==> src/rtl/trisc_mem_pkg.sv <==
// trisc_mem_pkg: shared state encoding, port owner enum and default widths
// for the memory port arbiter.
package trisc_mem_pkg;
    localparam int ADDR_W_DEF = 4;
    localparam int DATA_W_DEF = 8;
    typedef enum logic [2:0] {IDLE, RD_A, RD_B, WR_A, WR_B, DONE} state_t;
    typedef enum logic {CPU, LDR} owner_t;
endpackage

==> src/rtl/arb_pick.sv <==
// arb_pick: chooses the winner among the CPU and loader requests; on a tie
// the requester that did not win last time is picked.
module arb_pick
    import trisc_mem_pkg::*;
(
    input  logic   cpu_req,
    input  logic   ldr_req,
    input  owner_t last_owner,
    output owner_t winner
);
    // A last_owner tied to LDR turns the tie rule into fixed CPU priority.
    assign winner = (cpu_req && ldr_req) ? (last_owner == CPU ? LDR : CPU)
                  : (cpu_req ? CPU : LDR);
endmodule

==> src/rtl/mem_port_arbiter.sv <==
// mem_port_arbiter: shares one memory port between the CPU and the program
// loader; define ARB_RR_EN for alternating tie-break instead of CPU priority.
module mem_port_arbiter
    import trisc_mem_pkg::*;
#(
    parameter int ADDR_W = ADDR_W_DEF,
    parameter int DATA_W = DATA_W_DEF
) (
    input  logic              clk,
    input  logic              CLR,
    input  logic              cpu_req,
    input  logic              cpu_we,
    input  logic [ADDR_W-1:0] cpu_addr,
    input  logic [DATA_W-1:0] cpu_wdata,
    output logic              cpu_gnt,
    output logic              cpu_done,
    output logic [DATA_W-1:0] cpu_rdata,
    input  logic              ldr_req,
    input  logic              ldr_we,
    input  logic [ADDR_W-1:0] ldr_addr,
    input  logic [DATA_W-1:0] ldr_wdata,
    output logic              ldr_gnt,
    output logic              ldr_done,
    output logic [DATA_W-1:0] ldr_rdata,
    output logic [ADDR_W-1:0] mem_addr,
    output logic [DATA_W-1:0] mem_wdata,
    output logic              mem_rd,
    output logic              mem_xfer,
    output logic              mem_we,
    input  logic [DATA_W-1:0] mem_rdata
);
    state_t state;
    owner_t owner, winner, last_owner;
    logic any_req, sel_we;
    logic [ADDR_W-1:0] sel_addr;
    logic [DATA_W-1:0] sel_wdata;

    assign any_req   = cpu_req || ldr_req;
    assign sel_we    = winner == CPU ? cpu_we : ldr_we;
    assign sel_addr  = winner == CPU ? cpu_addr : ldr_addr;
    assign sel_wdata = winner == CPU ? cpu_wdata : ldr_wdata;

    arb_pick u_pick (
        .cpu_req   (cpu_req),
        .ldr_req   (ldr_req),
        .last_owner(last_owner),
        .winner    (winner)
    );

`ifdef ARB_RR_EN
    always_ff @(posedge clk or posedge CLR)
        if (CLR) last_owner <= LDR;
        else if (state == IDLE && any_req) last_owner <= winner;
`else
    assign last_owner = LDR;
`endif

    // Outputs are registered: each one is loaded with its value for the state being entered.
    always_ff @(posedge clk or posedge CLR) begin
        if (CLR) begin
            state     <= IDLE;
            owner     <= CPU;
            cpu_gnt   <= 1'b0;
            ldr_gnt   <= 1'b0;
            cpu_done  <= 1'b0;
            ldr_done  <= 1'b0;
            cpu_rdata <= '0;
            ldr_rdata <= '0;
            mem_addr  <= '0;
            mem_wdata <= '0;
            mem_rd    <= 1'b0;
            mem_xfer  <= 1'b0;
            mem_we    <= 1'b0;
        end else begin
            case (state)
                IDLE: if (any_req) begin
                    owner     <= winner;
                    mem_addr  <= sel_addr;
                    mem_wdata <= sel_wdata;
                    mem_rd    <= !sel_we;
                    mem_we    <= sel_we;
                    cpu_gnt   <= winner == CPU;
                    ldr_gnt   <= winner == LDR;
                    state     <= sel_we ? WR_A : RD_A;
                end
                RD_A: begin
                    mem_xfer <= 1'b1;
                    state    <= RD_B;
                end
                RD_B: begin
                    mem_rd   <= 1'b0;
                    mem_xfer <= 1'b0;
                    if (owner == CPU) cpu_rdata <= mem_rdata;
                    else ldr_rdata <= mem_rdata;
                    cpu_done <= owner == CPU;
                    ldr_done <= owner == LDR;
                    state    <= DONE;
                end
                WR_A: state <= WR_B;
                WR_B: begin
                    mem_we   <= 1'b0;
                    cpu_done <= owner == CPU;
                    ldr_done <= owner == LDR;
                    state    <= DONE;
                end
                DONE: begin
                    cpu_gnt  <= 1'b0;
                    ldr_gnt  <= 1'b0;
                    cpu_done <= 1'b0;
                    ldr_done <= 1'b0;
                    state    <= IDLE;
                end
                default: state <= IDLE;
            endcase
        end
    end
endmodule

==> config.mk <==
export PLATFORM = sky130hd
export DESIGN_NAME = mem_port_arbiter
export DESIGN_NICKNAME = d
export VERILOG_FILES = /design/src/rtl/trisc_mem_pkg.sv /design/src/rtl/arb_pick.sv /design/src/rtl/mem_port_arbiter.sv
export SDC_FILE = /design/constraint.sdc
export NUM_CORES = 1
export LEC_CHECK = 0
export BUFFER_PORTS_ARGS = -buffer_cell sky130_fd_sc_hd__buf_4
export CAP_MARGIN = 25
export CORE_UTILIZATION = 43
export CTS_CLUSTER_SIZE = 12
export DETAILED_ROUTE_END_ITERATION = 12
export PLACE_DENSITY = 0.8
export SLEW_MARGIN = 10
export SYNTH_ARGS = -nofsm -noshare
export SYNTH_HDL_FRONTEND = slang
export SYNTH_SLANG_ARGS = --single-unit
==> constraint.sdc <==
create_clock -name clk -period 1.6 [get_ports clk]
set_input_delay 0.24 -clock clk [delete_from_list [all_inputs] [get_ports clk]]
set_output_delay 0.24 -clock clk [all_outputs]
set_load 0.01 [all_outputs]
# --- Word-level counts from Yosys, hierarchy flattened ---
# Cells that the tools add are included.
totals:
  output_inout_bits: 35
  register_bits: 39
  word_cells: 56
  in_bits: 38
op_classes:
  bitwise: 2
  eq_ne: 6
  muxes: 19
  n_reduce_logical: 16
ops:
  columns: ["cell", "count"]
  rows:
  - ["one-hot mux 1 bit (2 select lines)", 7]
  - ["one-hot mux 3 bit (4 select lines)", 1]
  - ["AND reduction 2 bit", 6]
  - ["nonzero test 2 bit", 5]
  - ["2-to-1 mux 8 bit", 1]
  - ["2-to-1 mux 1 bit", 7]
  - ["== test 3 x 2 -> 1 bit (second input constant)", 2]
  - ["== test 3 bit (second input constant)", 2]
  - ["2-to-1 mux 4 bit", 1]
  - ["== test 3 x 1 -> 1 bit (second input constant)", 1]
  - ["zero test 3 bit", 1]
  - ["2-to-1 mux 3 bit", 1]
  - ["2-to-1 mux 2 bit", 1]
  - ["!= test 2 bit (second input constant)", 1]
  - ["inverter 1 bit", 2]
  - ["OR reduction 2 bit", 1]
  - ["logical AND 1 bit", 1]
  - ["zero test 1 bit", 1]
  - ["logical OR 1 bit", 1]

# --- Logic depth before layout (Yosys ltp) ---
# Gate-level depths: netlist (run 1).
logic_depth:
  word_depth: 6
  mapped_depth: 5
  ltp_nobuf: 3

# --- By module ---
# A second synthesis (run 1) with hierarchy kept.
unflattened:
  cells_unflattened: 132
  hier_area_um2: 1761.7
by_module_without_submodules:
  columns: ["mod", "cells_each", "seq_area_each_um2", "instances", "area_each_um2"]
  rows:
  - ["mem_port_arbiter", 130, 975.9, 1, 1749.2]
  - ["arb_pick", 2, 0.0, 1, 12.5]

# --- Least setup slack after synthesis (run 1) ---
# No wires, ideal clock.
synth_timing:
  path_kind: "register to register"
  from: "register state[0]"
  to: "register ldr_rdata[0]"
  period_less_slack_ps: 1474
  required_time_ps: 1475
  stages_incl_launch_ff: 4
  n_path_buf: 1
  setup_time_ps: 125
  setup_slack_ps: 126
  arrival_ps: 1350
  cell_sequence: "dfrtp_1 buf_4 nor4_4 mux2_2"
synth_via:
  elab_chain_len: 2
synth_rtl:
  columns: ["element", "line_no", "text"]
  rows:
  - ["start, declared", "mem_port_arbiter.sv:32", "state_t state;"]
  - ["start signal, assigned", "mem_port_arbiter.sv:84", "state <= sel_we ? WR_A : RD_A;"]
  - ["== test 3 x 2 -> 1 bit", "mem_port_arbiter.sv:75", "case (state)"]
  - ["AND reduction 2 bit (no line)", null, null]
  - ["end signal, assigned", "mem_port_arbiter.sv:94", "else ldr_rdata <= mem_rdata;"]
  - ["end, declared", "mem_port_arbiter.sv:24", "output logic [DATA_W-1:0] ldr_rdata,"]
# No other way between the ends.
# A chain may end at the register's enable or synchronous reset.

# --- Final worst setup path (run 1) ---
layout_timing:
  from: "register state[2]"
  to: "register owner"
layout_via:
  elab_chain_len: 2
layout_rtl:
  columns: ["element", "line_no", "text"]
  rows:
  - ["zero test 3 bit", "mem_port_arbiter.sv:75", null]
  - ["AND reduction 2 bit (no line)", null, null]
  - ["end signal, assigned", "mem_port_arbiter.sv:77", "owner <= winner;"]
  - ["end, declared", "mem_port_arbiter.sv:33", "owner_t owner, winner, last_owner;"]
# No other way between the ends.

==> out/results.ini, run 1 <==
[timing]
rsz0062_at_grt=false
layout_min_cycle_time_ns=1.50
clock_skew_ns=0.00453
max_freq_mhz=668
worst_slew_pin_slew_ns=0.480
finalCritPeriodShare_pct=93.6
hold_violations=0
drv_slew=0
tns_ns=0
fin_ws_ns=0.103
setup_viol=0
relSlewSlack_pct=68.0

[clock_tree]
clockBufferDepth=2
cts_resized=0
cts_sinks=39
clock_latency_ns=0.29
path_clk_slew_ns=0.07
cts_tree=built
cts_setup_buffers=0
cts_hold_buf=0
cts_htree_levels=2
root_buffer=clkbuf_8
cts_buffers=5

[logic_synthesis]
ys_seq_elements=39
yosysUniqueCellTypes=31
mappedNetlistArea_mm2=0.00177
yosysSeqAreaShare_pct=55.1
synth-edff-count=0
synthCells=147
synth-main-ff-cell=dfrtp_1
synth-warning-count=0
async_flop_share_pct=100
avgSynthCellArea_um2=12.0
syn-num-nets=185

[floorplanning]
core.rowCount=22
core_mm2=0.00380
dieArea_mm2=0.00438
die-width_um=66.2
ioPinCount=73
die_h_um=66.2
start_util_pct=46.6

[worst_setup_path]
critical_path_arrival_ns=1.66
cp-start-kind=flip-flop
crit_type=flip-flop to flip-flop
endpoint_kind=flip-flop
crit_path_max_fanout=14
required_ns=1.77

[final_layout]
diodes=0
num-nets-final=263
syn_to_final_growth_pct=41.5
fill_cells=305
layout-drive-gt1-share_pct=48.7

[placement]
place.gp.congestion=0.747
hpwl_um=2940
io_buffers=72
pre_cts_slack_ns=0.137

[routing]
num_vias=1409
drc=0
drtIter0Drc=63
viasPerCell=5.14
wirelength_um=3880
routedWlPerCell_um=14.2
drtAntennaViolNets=0
firstDrtPassIters=4

[power_and_ir_drop]
irDropWorstVdd_mv=0.993
p_leak_uw=0.00121
power.total_uw=4890
p_per_area_mw_per_mm2=1950

[global_routing]
grt_max_degree=40
grt.met1_usage_pct=23.4
met2_usage_pct=34.3
antenna_found_initial=0
grt_overflow=0
grt.met3_usage_pct=4.14
grt-busiest-layer=met2
track_usage_pct=19.4
grt_pass1_wl_um=6330
first_global_vias=1414

[outcome]
outcome=completed

[hold_path]
hold_class=input pin to asynchronous set/reset pin

[flow_run]
drv_cap=0

## Yosys cell counts (2+ instances only)
cell type / instances / area share, %
dfrtp_1: 39 / 55
o21ai_0: 20 / 5.7
mux2_2: 17 / 11
mux2i_1: 12 / 6.8
o21ai_1: 9 / 2.5
a21oi_1: 6 / 1.7
inv_1: 5 / 1.1
nor2_1: 4 / 0.85
buf_6: 3 / 1.9
clkbuf_1: 3 / 0.64
nand2_1: 3 / 0.64
nor2b_1: 3 / 1.1
a22o_1: 2 / 0.99
buf_2: 2 / 0.57
nand2b_1: 2 / 0.71
nor4_4: 2 / 2.4
## cell families after synthesis
group | Yosys count | share of synthesized area, %
AOI/OAI and AO/OA | 45 | 14.5
muxes | 29 | 17.6
DFF | 39 | 55.1
and+or+nand+nor | 20 | 8.20
buffers and inverters | 14 | 4.59
## path summary, 6_finish.rpt
| check | startpoint | end | slack (ns) | depth (start not counted) |
|---|---|---|---|---|
| hold reg to reg | cpu_rdata[1]$_DFFE_PP0P_ | cpu_rdata[1]$_DFFE_PP0P_ | 0.51 | 1 |
| hold / removal | CLR | cpu_gnt$_DFFE_PP0P_ | 0.06 | 3 |
| max in group asynchronous | CLR | cpu_rdata[4]$_DFFE_PP0P_ | 1.20 | 3 |
| setup / recovery | state[2]$_DFFE_PP0P_ | owner$_DFFE_PP0P_ | 0.10 | 4 |
| setup reg to reg | state[2]$_DFFE_PP0P_ | owner$_DFFE_PP0P_ | 0.10 | 4 |
| min in group clk | mem_rdata[5] | cpu_rdata[5]$_DFFE_PP0P_ | 0.18 | 2 |
## power by group
part / leakage (uW) / internal [uW] / switching (uW)
Combinational: 0.000664 / 1150 / 984
Clock: 0.0000644 / 622 / 345
Sequential: 0.000479 / 1470 / 324
Total: 0.00121 / 3240 / 1650
## registers in the layout (all words and copies together), names as in the netlist
| register | count |
|---|---|
| mem_xfer | 1 |
| cpu_rdata | 8 |
| ldr_rdata | 8 |
| mem_we | 1 |
| ldr_gnt | 1 |
| mem_rd | 1 |
| mem_wdata | 8 |
| state | 3 |
| ldr_done | 1 |
| cpu_gnt | 1 |
| owner | 1 |
| mem_addr | 4 |
| cpu_done | 1 |
## area by class of cell
cell class                 count  area [um^2]  area share [%]
clock buffer                   5         68.8            2.75
multi-input combinational     94          713            28.5
inverter                       5         18.8           0.749
tap                           48         60.1            2.40
timing repair buffer          80          601            24.0
sequential                    39          976            39.0
clock inverter                 3         67.6            2.70
## stage by stage
| step | cell area (um^2) | util (%) | std cells | hold WS, ns |
|---|---|---|---|---|
| after floorplan | 1770 | - | 147 | 0.392 |
| after global placement | 2370 | 62.4 | 266 | 0.395 |
| after detailed placement | 2370 | 62.4 | 266 | 0.391 |
| after CTS | 2500 | 65.9 | 274 | 0.0697 |
| after global routing | 2500 | 65.9 | 274 | 0.0932 |
| final | 2500 | 65.9 | 274 | 0.0574 |
## worst max-delay path, cell delays in order, from the launching register on
cell and delay, ns:
dfrtp_1 0.47, or3_4 0.43, buf_4 0.19, o21ai_0 0.18, o21ai_1 0.10
## layout by cell type (no fill, tap or decap), drive strengths merged
cell	Yosys	routed
nor3	1	1
o31ai	1	1
nor2b	3	3
or2	1	1
mux2i	12	12
or3	1	1
nand3	1	1
nor3b	1	1
dfrtp	39	39
a21boi	1	1
nand3b	1	1
o211ai	1	1
nor4	2	2
nand2b	2	2
a21oi	6	6
a21o	1	1
mux2	17	17
o2bb2ai	1	1
nor2	4	4
a22o	2	2
clkinvlp	0	1
clkbuf	3	5
o21ai	30	30
a22oi	1	1
inv	5	5
buf	6	80
bufinv	0	2
o32ai	1	1
nand2	3	3
## routing by layer
| metal | vias up | part of all wire (%) | routed length (um) |
|---|---|---|---|
| li1 | 679 | - | - |
| met1 | 698 | 41 | 1600 |
| met2 | 28 | 55 | 2140 |
| met3 | 4 | 2.7 | 105 |
| met4 | 0 | 0.88 | 34 |
| met5 | - | 0 | 0 |
Power figures use the tool's default switching activity.
==> inputs of run 2 (changes only) <==
--- a/config.mk
+++ b/config.mk
@@ -10,7 +10,9 @@
 export CORE_UTILIZATION = 43
 export CTS_CLUSTER_SIZE = 12
 export DETAILED_ROUTE_END_ITERATION = 12
+export GPL_TIMING_DRIVEN = 0
 export PLACE_DENSITY = 0.8
+export SETUP_SLACK_MARGIN = 0.1
 export SLEW_MARGIN = 10
 export SYNTH_ARGS = -nofsm -noshare
 export SYNTH_HDL_FRONTEND = slang
==> run 2 against run 1 <==
Compared with the run above:
- sequential power about the same
- clock-buffer cell count increased by 1
- sequential share of layout area down 2.1 points
- die area unchanged
- global-route usage rose by 1.2 points
- worst hold slack gained 0.044 ns
- register-to-register slack about the same
- largest cell class unchanged
==> out/results.ini, run 2 (same netlist as run 1, synthesis figures left out) <==
[timing]
max_freq_mhz=664  ; -0.57%
finalCritPeriodShare_pct=94.1  ; +0.54 points
worst_slew_pin_slew_ns=0.788  ; +0.308 ns
clock_skew_ns=0.00466  ; +0.000131 ns
holdWs_ns=0.102  ; +0.0445 ns
rsz0062_at_grt=true
setup_viol=0  ; unchanged
hold_violations=0  ; unchanged
tns_ns=0  ; unchanged
relSlewSlack_pct=47.4  ; -21 points
fin_ws_ns=0.0940  ; -0.00857 ns
layout_min_cycle_time_ns=1.51  ; +0.00857 ns
drv_slew=0  ; unchanged

[routing]
drtIter0Drc=99  ; +57%
firstDrtPassIters=4  ; unchanged
num_vias=1475  ; +4.7%
drtAntennaViolNets=0  ; unchanged
routedWlPerCell_um=14.8  ; +4.5%
drc=0  ; unchanged
wirelength_um=4200  ; +8.3%
viasPerCell=5.19  ; +1.0%

[clock_tree]
cts_htree_levels=2  ; unchanged
path_clk_slew_ns=0.08  ; about the same
cts_hold_buf=0  ; unchanged
cts_sinks=39  ; unchanged
cts_tree=built
clockBufferDepth=2  ; unchanged
clock_latency_ns=0.29  ; about the same
cts_buffers=5  ; unchanged
root_buffer=clkbuf_8

[final_layout]
reg_top3=cpu_rdata x8, ldr_rdata x8, mem_wdata x8
layout-drive-gt1-share_pct=52.5  ; +3.9 points
fill_cells=291  ; -4.6%
seqCellArea_um2=976  ; unchanged
multi_input_area_um2=766  ; +7.4%
post-route-util_pct=69.7  ; +3.7 points
syn_to_final_growth_pct=49.5
diodes=0  ; unchanged
num-nets-final=273  ; +3.8%
layout_common_cells=buf_4 (78), dfrtp_1 (39), o21ai_0 (17)
layout_commonest_cell=buf_4

[floorplanning]
die_h_um=66.2  ; unchanged
start_util_pct=46.6  ; unchanged
core.rowCount=22  ; unchanged
die-width_um=66.2  ; unchanged
ioPinCount=73  ; unchanged
dieArea_mm2=0.00438  ; unchanged
core_mm2=0.00380  ; unchanged

[flow_run]
drv_cap=0  ; unchanged

[placement]
pre_cts_slack_ns=-0.0626  ; -0.200 ns
place.gp.congestion=0.744  ; -0.42%
hpwl_um=2850  ; -3.0%
io_buffers=72  ; unchanged

[worst_setup_path]
path_cells=buf_6 > nor4_4 > buf_4 > mux2_2
crit_type=flip-flop to flip-flop
r2r-end=ldr_rdata[3]$_DFFE_PP0P_
crit_path_max_fanout=10  ; -4
r2r-start=state[0]$_DFFE_PP0P_
slowest_stage=dfrtp_1
ff2ff_path_depth=4  ; unchanged
rrSetupSlack_ns=0.09  ; about the same
critPathMaxStageDelay_ns=0.44  ; -0.03 ns
endpoint_kind=flip-flop
cp-start-kind=flip-flop
critical_path_arrival_ns=1.68  ; +0.02 ns
required_ns=1.78  ; about the same

[global_routing]
antenna_found_initial=0  ; unchanged
first_global_vias=1470  ; +4.0%
grt_pass1_wl_um=6730  ; +6.3%
grt_max_degree=40  ; unchanged
track_usage_pct=20.6  ; +1.2 points
grt_overflow=0  ; unchanged

[hold_path]
hold_class=input pin to asynchronous set/reset pin

[power_and_ir_drop]
p_per_area_mw_per_mm2=1960  ; +0.53%
irDropWorstVdd_mv=0.887  ; -11%
p_leak_uw=0.00129  ; +7.0%

[outcome]
outcome=completed

run 2: cell types whose count changed in the layout (fill, tap and decap cells not counted), moves of 2 or more:
cell      before  now
buf_4         80   78
buf_2          0    2
clkbuf_1       0    2
inv_1          5    3
o21ai_2        1    5
mux2_2        17    7
o21ai_0       20   17
mux2_4         0   10
buf_6          0    5
run 2: worst max-delay path by stage:
stage / from / endpoint / slack [ns] / cells after the start
after floorplan: state[0]$_DFFE_PP0P_ / ldr_rdata[0]$_DFFE_PP0P_ / 0.13 / 3
after global placement: state[1]$_DFFE_PP0P_ / cpu_rdata[2]$_DFFE_PP0P_ / -0.06 / 4
after detailed placement: state[0]$_DFFE_PP0P_ / ldr_rdata[5]$_DFFE_PP0P_ / -0.06 / 3
after CTS: state[2]$_DFFE_PP0P_ / mem_addr[3]$_DFFE_PP0P_ / 0.10 / 5
after global routing: state[1]$_DFFE_PP0P_ / ldr_rdata[0]$_DFFE_PP0P_ / 0.04 / 6
final: state[0]$_DFFE_PP0P_ / ldr_rdata[3]$_DFFE_PP0P_ / 0.09 / 4
run 2: timing repair:
item,in CTS,in global routing
buffers inserted,7,1
resized for setup,12,12
pin swaps,4,3
endpoints found under the setup margin,26,26
cloned,0,1
run 2: area by class of cell:
| class | instances | area share (%) |
|---|---|---|
| sequential | 39 | 36.9 |
| timing repair buffer | 81 | 23.9 |
| tap | 48 | 2.27 |
| clock inverter | 2 | 1.32 |
| clock buffer | 6 | 3.12 |
| multi-input combinational | 94 | 28.9 |
| buffer | 9 | 2.70 |
| inverter | 5 | 0.851 |
run 2: report_power, final:
part	internal, uW	switching, uW	leakage, uW
Clock	504	337	0.0000612
Sequential	1470	296	0.000479
Combinational	1430	1160	0.000751
run 2: worst max-delay path: cells and delay by family, from the launching register on:
family / cells / cell delay [ns]
flops: 1 / 0.44
buf+inv: 2 / 0.36
mux: 1 / 0.33
simple gates: 1 / 0.27
run 2: layer usage:
layer  GRT usage, %  share of wire [%]
met5              0                  0
met4           9.84                1.7
met3           2.07                2.5
met2           33.7                 51
met1           27.3                 44
run 2: metrics by stage:
stage                     std cells  instance area [um^2]  total power, uW
after detailed placement        267                  2370             3990
after global routing            284                  2650             5530
after global placement          267                  2370             3920
after CTS                       282                  2580             5040
final                           284                  2650             5190
after floorplan                 147                  1770             2990
==> inputs of run 3 (changes only) <==
--- a/config.mk
+++ b/config.mk
@@ -7,11 +7,13 @@
 export LEC_CHECK = 0
 export BUFFER_PORTS_ARGS = -buffer_cell sky130_fd_sc_hd__buf_4
 export CAP_MARGIN = 25
-export CORE_UTILIZATION = 43
+export CELL_PAD_IN_SITES_DETAIL_PLACEMENT = 0
+export CELL_PAD_IN_SITES_GLOBAL_PLACEMENT = 2
+export CORE_UTILIZATION = 26
 export CTS_CLUSTER_SIZE = 12
 export DETAILED_ROUTE_END_ITERATION = 12
 export GPL_TIMING_DRIVEN = 0
-export PLACE_DENSITY = 0.8
+export PLACE_DENSITY = 0.85
 export SETUP_SLACK_MARGIN = 0.1
 export SLEW_MARGIN = 10
 export SYNTH_ARGS = -nofsm -noshare
==> run 3 against run 2 <==
Compared with the run above:
- clock skew is 0.0011 ns higher
- flip-flop and latch count stayed put
- total power is 5.4% lower
- die area is 63% higher
- worst setup slack better by 0.020 ns
- via count is 0.34% lower
- clock power is 20% lower
- sequential power hardly changed
- first-iteration DRC count is 42% lower
- worst hold slack better by 0.083 ns
- critical endpoint is now cpu_rdata[2]$_DFFE_PP0P_
- largest power group unchanged
- highest routed layer unchanged
==> out/results.ini, run 3 (same netlist as run 1, synthesis figures left out) <==
[timing]
rsz0062_at_grt=true
finalCritPeriodShare_pct=92.9  ; -1.3 points
max_freq_mhz=673  ; +1.4%
fin_ws_ns=0.114  ; +0.0202 ns
clock_skew_ns=0.00571  ; +0.00105 ns
drv_slew=0  ; unchanged
setup_viol=0  ; unchanged
hold_violations=0  ; unchanged
worst_slew_pin_slew_ns=0.463  ; -0.325 ns
layout_min_cycle_time_ns=1.49  ; -0.0202 ns
relSlewSlack_pct=69.1  ; +22 points

[final_layout]
diodes=0  ; unchanged
num-nets-final=275  ; +0.73%
post-route-util_pct=41.2  ; -28 points
reg_top3=cpu_rdata x8, ldr_rdata x8, mem_wdata x8
layout-drive-gt1-share_pct=52.3  ; -0.22 points
fill_cells=644  ; +120%
syn_to_final_growth_pct=50.2
layout_common_cells=buf_4 (79), dfrtp_1 (39), o21ai_0 (17)
layout_commonest_cell=buf_4
finalInstanceArea_mm2=0.00266  ; +0.47%

[worst_setup_path]
rrSetupSlack_ns=0.11  ; +0.02 ns
r2r-end=cpu_rdata[2]$_DFFE_PP0P_
critical_path_arrival_ns=1.66  ; -0.02 ns
required_ns=1.78  ; about the same
crit_start=state[1]$_DFFE_PP0P_
endpoint=cpu_rdata[2]$_DFFE_PP0P_
crit_path_max_fanout=3  ; -7
cp-start-kind=flip-flop
endpoint_kind=flip-flop
r2r-start=state[1]$_DFFE_PP0P_
ff2ff_path_depth=5  ; +1
crit_type=flip-flop to flip-flop

[floorplanning]
dieArea_mm2=0.00714  ; +63%
core.rowCount=29  ; +32%
ioPinCount=73  ; unchanged
core_mm2=0.00646  ; +70%
start_util_pct=27.4  ; -19 points
die-width_um=84.5  ; +28%
die_h_um=84.5  ; +28%

[placement]
place_area_mm2=0.00243  ; +2.7%
io_buffers=72  ; unchanged
pre_cts_slack_ns=-0.114  ; -0.0510 ns
place.gp.congestion=0.719  ; -3.3%
hpwl_um=3060  ; +7.5%

[power_and_ir_drop]
combPwrFrac_pct=50.8  ; +1.0 points
p_leak_uw=0.00127  ; -1.8%
pwr-share-clk_pct=13.7  ; -2.5 points
p_int_uw=3180  ; -6.7%
power_switching_uw=1740  ; -2.9%
irDropWorstVdd_mv=0.727  ; -18%
p_per_area_mw_per_mm2=1850  ; -5.8%
p_seq_share_pct=35.5  ; +1.5 points
p_sw_share_pct=35.3  ; +0.92 points

[outcome]
outcome=completed

[routing]
drc=0  ; unchanged
routedWlPerCell_um=13.8  ; -6.7%
num_vias=1470  ; -0.34%
viasPerCell=4.68  ; -9.9%
wirelength_um=4340  ; +3.1%
firstDrtPassIters=4  ; unchanged
drtAntennaViolNets=0  ; unchanged
drtIter0Drc=57  ; -42%

[clock_tree]
cts_buffers=5  ; unchanged
clockBufferDepth=2  ; unchanged
clock_latency_ns=0.29  ; about the same
cts_htree_levels=2  ; unchanged
root_buffer=clkbuf_8
cts_sinks=39  ; unchanged
cts_tree=built
path_clk_slew_ns=0.08  ; about the same

[global_routing]
grt_max_degree=23  ; -43%
grt.met3_usage_pct=3.24  ; +1.2 points
grt-busiest-layer=met2
grt_pass1_wl_um=7180  ; +6.6%
met2_usage_pct=21.2  ; -12 points
first_global_vias=1426  ; -3.0%
grt_overflow=0  ; unchanged
antenna_found_initial=0  ; unchanged
track_usage_pct=12.8  ; -7.8 points
grt.met1_usage_pct=16.0  ; -11 points

[hold_path]
hold_class=input pin to flip-flop
holdPathStages=2

[flow_run]
drv_cap=0  ; unchanged

==> run 3: changes by cell type in the layout (fill, tap and decap cells not counted), sizes merged <==
| cell | delta |
|---|---|
| clkbuf | -2 |
| bufinv | -1 |
| buf | +3 |
| dlygate4sd3 | +1 |
==> run 3: metal layers <==
metal | vias to the layer above | share of wire (%)
li1 | 712 | -
met5 | - | 0
met1 | 718 | 43
met2 | 32 | 51
met3 | 8 | 4.5
met4 | 0 | 2.0
==> run 3: how the worst min path moves through the flow <==
stage	slack, ns	start	endpoint
final	0.18	mem_rdata[0]	cpu_rdata[0]$_DFFE_PP0P_
after global routing	0.18	mem_rdata[1]	ldr_rdata[1]$_DFFE_PP0P_
after CTS	0.17	mem_rdata[6]	cpu_rdata[6]$_DFFE_PP0P_
after detailed placement	0.28	CLR	ldr_rdata[0]$_DFFE_PP0P_
after global placement	0.48	mem_rdata[2]	cpu_rdata[2]$_DFFE_PP0P_
after floorplan	0.39	mem_rdata[0]	cpu_rdata[0]$_DFFE_PP0P_
==> run 3: cell type report <==
class                   count  area, um^2  share of cell area (%)
repair buffers             83         662                    24.9
plain buffers               9        71.3                    2.68
inverters                   5        22.5                   0.847
well taps                  77        96.3                    3.62
multi-input cells          94         743                    28.0
clock inverters             1        5.00                   0.188
flip-flops and latches     39         976                    36.7
clock buffers               6        82.6                    3.11
==> run 3: timing repair <==
action | 4_1_cts | 5_1_grt
gates resized for setup | 3 | 14
pin swaps | 3 | 1
buffers inserted | 8 | 1
setup endpoints to repair | 26 | 26
hold buffers | 1 | 0
endpoints found under the hold margin | 17 | 0
==> run 3: power by group through the flow <==
stage	clock (uW)	sequential [uW]	combinational (uW)
2_1_floorplan	0	1930	1060
3_3_place_gp	0	1750	2220
3_5_place_dp	0	1770	2250
4_1_cts	706	1750	2410
5_1_grt	737	1810	2720
6_report	675	1740	2500
==> run 3: worst max-delay path, cell delays in order (launching register included) <==
cell and delay [ns]:
dfrtp_1 0.36, buf_6 0.11, clkinvlp_4 0.12, nor4_4 0.27, buf_4 0.18, mux2_2 0.33
==> run 3: through the flow <==
step           setup TNS (ns)  hold WS, ns  total power, uW  instances
6_report                    0        0.184             4910        314
5_1_grt                     0        0.176             5270        314
4_1_cts                     0        0.173             4860        313
3_5_place_dp            -1.57        0.280             4020        297
3_3_place_gp            -6.48        0.483             3970        296
2_1_floorplan               0        0.392             2990        147
